===== src/rtl/int_dispatch.sv =====
// int_dispatch - edge-captured interrupt pending register with snapshot/settle/grant dispatch FSM
// Presents unmasked requests to a 3x9 priority controller and acknowledges the granted channel.
module int_dispatch #(
  parameter int SETTLE = 2
) (
  input  logic        CK,
  input  logic        RSTN,
  input  logic [26:0] req_in,
  input  logic [26:0] mask_in,
  input  logic        cpu_ack,
  input  logic        err_clr,
  input  logic        gnt_pa,
  input  logic        gnt_pb,
  input  logic        gnt_pc,
  input  logic [3:0]  gnt_chan,
  output logic [8:0]  pend_a,
  output logic [8:0]  pend_b,
  output logic [8:0]  pend_c,
  output logic        irq,
  output logic [4:0]  vec,
  output logic        vec_valid,
  output logic [26:0] ack_out,
  output logic        busy,
  output logic        err
);

  localparam logic [1:0] IDLE = 2'd0;
  localparam logic [1:0] WAIT = 2'd1;
  localparam logic [1:0] DONE = 2'd2;

  logic [1:0]  state;
  logic [3:0]  cnt;
  logic [26:0] req_q;
  logic [26:0] pending;
  logic        armed;

  logic [26:0] rise;
  logic [26:0] vis;
  logic [26:0] snap;
  logic        one_bus;
  logic [4:0]  base;
  logic [4:0]  idx;
  logic [26:0] sel;
  logic        gnt_ok;
  logic        sample;
  logic [26:0] clr;

  // armed stays low for the first edge after reset so levels already high are not seen as edges
  always_comb begin
    rise    = armed ? (req_in & ~req_q) : '0;
    vis     = pending & ~mask_in;
    snap    = {pend_c, pend_b, pend_a};
    one_bus = (gnt_pa & ~gnt_pb & ~gnt_pc) |
              (~gnt_pa & gnt_pb & ~gnt_pc) |
              (~gnt_pa & ~gnt_pb & gnt_pc);
    base    = gnt_pa ? 5'd0 : (gnt_pb ? 5'd9 : 5'd18);
    idx     = base + {1'b0, gnt_chan};
    sel     = 27'd1 << idx;
    gnt_ok  = one_bus && (gnt_chan <= 4'd8) && (|(snap & sel));
    sample  = (state == WAIT) && (cnt == 4'd1);
    clr     = (sample && gnt_ok) ? sel : '0;
  end

  assign busy = (state != IDLE);

  always_ff @(posedge CK or negedge RSTN) begin
    if (!RSTN) begin
      state     <= IDLE;
      cnt       <= '0;
      req_q     <= '0;
      pending   <= '0;
      armed     <= 1'b0;
      pend_a    <= '0;
      pend_b    <= '0;
      pend_c    <= '0;
      irq       <= 1'b0;
      vec       <= '0;
      vec_valid <= 1'b0;
      ack_out   <= '0;
      err       <= 1'b0;
    end else begin
      armed     <= 1'b1;
      req_q     <= req_in;
      // a fresh edge on the channel being cleared keeps it pending
      pending   <= (pending & ~clr) | rise;
      irq       <= |vis;
      vec_valid <= 1'b0;
      ack_out   <= '0;

      case (state)
        IDLE: begin
          {pend_c, pend_b, pend_a} <= vis;
          if (cpu_ack && irq) begin
            state <= WAIT;
            cnt   <= 4'(SETTLE);
          end
        end
        WAIT: begin
          if (cnt == 4'd1) begin
            cnt   <= '0;
            state <= DONE;
            if (gnt_ok) begin
              vec       <= idx;
              vec_valid <= 1'b1;
              ack_out   <= sel;
            end
          end else begin
            cnt <= cnt - 4'd1;
          end
        end
        DONE:    state <= IDLE;
        default: state <= IDLE;
      endcase

      if (sample && !gnt_ok)
        err <= 1'b1;
      else if (err_clr)
        err <= 1'b0;
    end
  end

endmodule


===== config.mk =====
export PLATFORM = sky130hd
export DESIGN_NAME = int_dispatch
export DESIGN_NICKNAME = d
export VERILOG_FILES = /design/src/rtl/int_dispatch.sv
export SDC_FILE = /design/constraint.sdc
export NUM_CORES = 1
export LEC_CHECK = 0
export BUFFER_PORTS_ARGS = -buffer_cell sky130_fd_sc_hd__buf_4
export CORE_MARGIN = 4
export CORE_UTILIZATION = 58
export DETAILED_ROUTE_END_ITERATION = 16
export MAX_ROUTING_LAYER = met4
export PLACE_DENSITY_LB_ADDON = 0.25
export SLEW_MARGIN = 30
export SYNTH_ARGS = -nofsm -noshare
export SYNTH_HDL_FRONTEND = slang
export SYNTH_SLANG_ARGS = --single-unit

===== constraint.sdc =====
create_clock -name CK -period 3.4 [get_ports CK]
set_input_delay 0.34 -clock CK [delete_from_list [all_inputs] [get_ports CK]]
set_output_delay 0.34 -clock CK [all_outputs]
set_load 0.02 [all_outputs]

==> out/results.ini <==
[route]
drc = 0
num_vias = 5012
routedWlPerCell_um = 21.31
dr.pass1.iters = 6
drt_iter0_markers = 421
via_per_inst = 6.112
wl_um = 17470
ant_nets = 0

[sta]
hold_viol = 0
setup_viol = 0
tns_ns = 0
skew_ns = 0.009856
max_freq_mhz = 334.0
min_period_over_period_pct = 88.05
worst-slew-pin-transition_ns = 0.8982
holdWs_ns = 0.1149
finalMaxSlewViolations = 0
fin_crit_ns = 2.994
max_slew_margin_pct = 40.12
finalWorstSetupSlack_ns = 0.4063
rsz0062_at_grt = false

[final_layout]
areaGrowthSynthToFinish_pct = 37.08
diodes = 0
nets = 765
fin_cells = 820
layout_common_cells = buf_4 (154), dfrtp_1 (122), nand2_1 (48), o21ai_0 (41), inv_1 (37)
final_common_cell = buf_4
stdcell_area_mm2 = 0.007437
post-route-util_pct = 81.26
nFillCells = 548
drive_above_1_share_pct = 29.76

[synthesis]
syn_nets = 591
synth_area_leaders = dfrtp_1 (57%), o21ai_0 (3.8%), a311oi_1 (3.7%)
synth_area_per_cell_um2 = 10.39
synth_xor_xnor_area_share_pct = 0.6458
ys_types = 52
synth_top_cell_area_share_pct = 56.73
yosysWarnings = 0
synthMuxAreaShare_pct = 2.445
synthCells = 522
synth_compound_area_share_pct = 18.91
synth_area_mm2 = 0.005425
yosysSeqAreaShare_pct = 56.73
synth_edf_count = 0
synth_top_family_by_area = compound AO/OA/AOI/OAI gates
synth_flop_cell = dfrtp_1
yosysTopAreaCell = dfrtp_1
synthSimpleGateAreaFrac_pct = 15.01
synthArstFlopShare_pct = 100.0
ys_ff_latch = 123
synthAdderAreaFrac_pct = 0.9225

[grt]
grt_use_total_pct = 33.75
grt_max_degree = 57
grt_antenna_before_repair = 0
grt_pass1_vias = 5085
grt.overflow.total = 0
grt_pass1_wl_um = 27790

[power]
p_int_mw = 3.245
switchingPower_mw = 1.900
power_density_mw_per_mm2 = 691.7
p_seq_share_pct = 38.1
ir_drop_v = 0.0004295
p_leak_nw = 3.450
power_frac_comb_pct = 29.9
total_power_mw = 5.144
switching_share_pct = 36.93
p_clk_share_pct = 32.0

[critical_path]
worstPathMaxFanout = 9
critical_path.cell_chain = buf_4 -> nor2b_1 -> ha_1 -> ha_1 -> buf_4 -> nand2_1 -> a221o_1 -> nand2_1 -> a31o_1 -> a221oi_1 -> o2111ai_2 -> o21ai_2 -> mux2_1
critPathArrivalTime_ns = 3.39
crit_path_end_kind = flip-flop
criticalPathCategory = input port to flip-flop
cpPeakStageDelay_ns = 0.38
cpMaxStageDelayCell = o21ai_2
crit_start = gnt_pb
cp_top_family = compound AO/OA/AOI/OAI gates
crit_required_ns = 3.79
crit_path_start_kind = input port
crit_buf_inv = 2
rr_startpoint = state[1]

[run]
maxCapViolCount = 0

[die]
std_cell_rows = 35
die_x_um = 104.7
die_y_um = 104.7
coreArea_mm2 = 0.009153
io_pins = 128
die_area_mm2 = 0.01097
start_util_pct = 59.28

[clock_network]
clk_latency_ns = 0.52
cts.reportedPaths.clkPinSlew_ns = 0.06
clockBufferDepth = 2
root_buffer = clkbuf_8
cts_setup_buffers = 0
cts_tree = built
h-tree-depth = 4
cts_made_buffers = 17
post_cts_resized = 0
cts_sinks = 123

[placement]
gp_congestion = 0.9988
placed_cell_area_mm2 = 0.006615
place_ws_ns = -0.04647
port_buffers = 127
placed_cells = 760
dp_hpwl_um = 11730

[min_path]
hold_path.class = input port to flip-flop
holdCritStartpoint = cpu_ack

[outcome]
status = completed

timing repair:
item                       4_1_cts  5_1_grt
setup endpoints to repair        0        0
hold buffers                    28        0
hold endpoints to repair        55        0
flip-flops by register name, indices dropped and copies added (netlist names):
name and count:
ack_out 27, armed 1, cnt 4, err 1, irq 1, pend_a 9, pend_b 9, pend_c 9
pending 27, req_q 27, state 2, vec 5, vec_valid 1
synth_stat cells (2+ instances only):
cell      instances
a311oi_1         23
o211a_1           2
a21oi_1          19
or4_1             2
nand2b_1         28
a32o_1            5
nand2_1          48
buf_6             2
nand3_1          16
a21o_1            2
xor2_1            3
clkbuf_1         12
mux2i_1           2
mux2_1            5
a221oi_1          2
buf_4             2
o211ai_2          2
ha_1              4
nand4_1          10
a41oi_1           3
buf_2            12
inv_1            37
dfrtp_1         123
a21oi_2           9
mux2_2            5
a31o_1            2
o21ai_0          41
nor2_1           22
nor3_1           30
a31oi_1          23
nor2b_1           3
a211oi_1          2
or2_2             2
worst reg2reg max path, cell delays in order, from the launching register on:
cell and delay, ns:
dfrtp_1 0.40, nor2b_1 0.25, nand3_1 0.23, nor2_1 0.47, nand2_1 0.44, a311oi_1 0.46
a21oi_2 0.13
per-layer routing:
| metal | GRT usage, % | share of wire (%) |
|---|---|---|
| met4 | 13.87 | 3.2 |
| met5 | - | 0 |
| met2 | 55.40 | 51 |
| met1 | 40.47 | 38 |
| met3 | 7.844 | 8.2 |
cell type report:
cell class	count	area, um^2	share of cell area (%)
clock buffer	19	431.7	5.804
timing repair buffer	184	1476	19.85
clock inverter	13	110.1	1.480
inverter	37	138.9	1.867
multi-input combinational	333	2062	27.73
sequential	123	3079	41.40
tap	111	138.9	1.867
path summary, 6_finish.rpt:
path / endpoint / slack [ns] / cells past startpoint
setup / recovery: vec[2] / 0.41 / 13
hold / removal: state[0] / 0.11 / 3
setup reg to reg: pending[18] / 0.90 / 6
hold reg to reg: cnt[3] / 0.48 / 1
max in group asynchronous: ack_out[26] / 2.30 / 3
min in group asynchronous: pending[9] / 0.29 / 2
kinds of logic (layout without fill, tap and decap cells):
logic type,count (synthesis),count (layout)
AO/OA/AOI/OAI,146,146
XOR/XNOR,4,4
adder cells (fa/ha/maj),4,4
buffers and inverters,66,253
flip-flops,123,123
multiplexers,12,12
other,1,1
AND/OR/NAND/NOR,166,166
power by group through the flow:
stage	sequential (mW)	clock (mW)	combinational (mW)
floorplan	2.11	0	0.621
global placement	1.96	0	1.44
detailed placement	1.96	0	1.48
CTS	1.94	1.65	1.53
global route	1.98	1.72	1.66
finish	1.96	1.65	1.54
(Power assumes the default switching activity.)
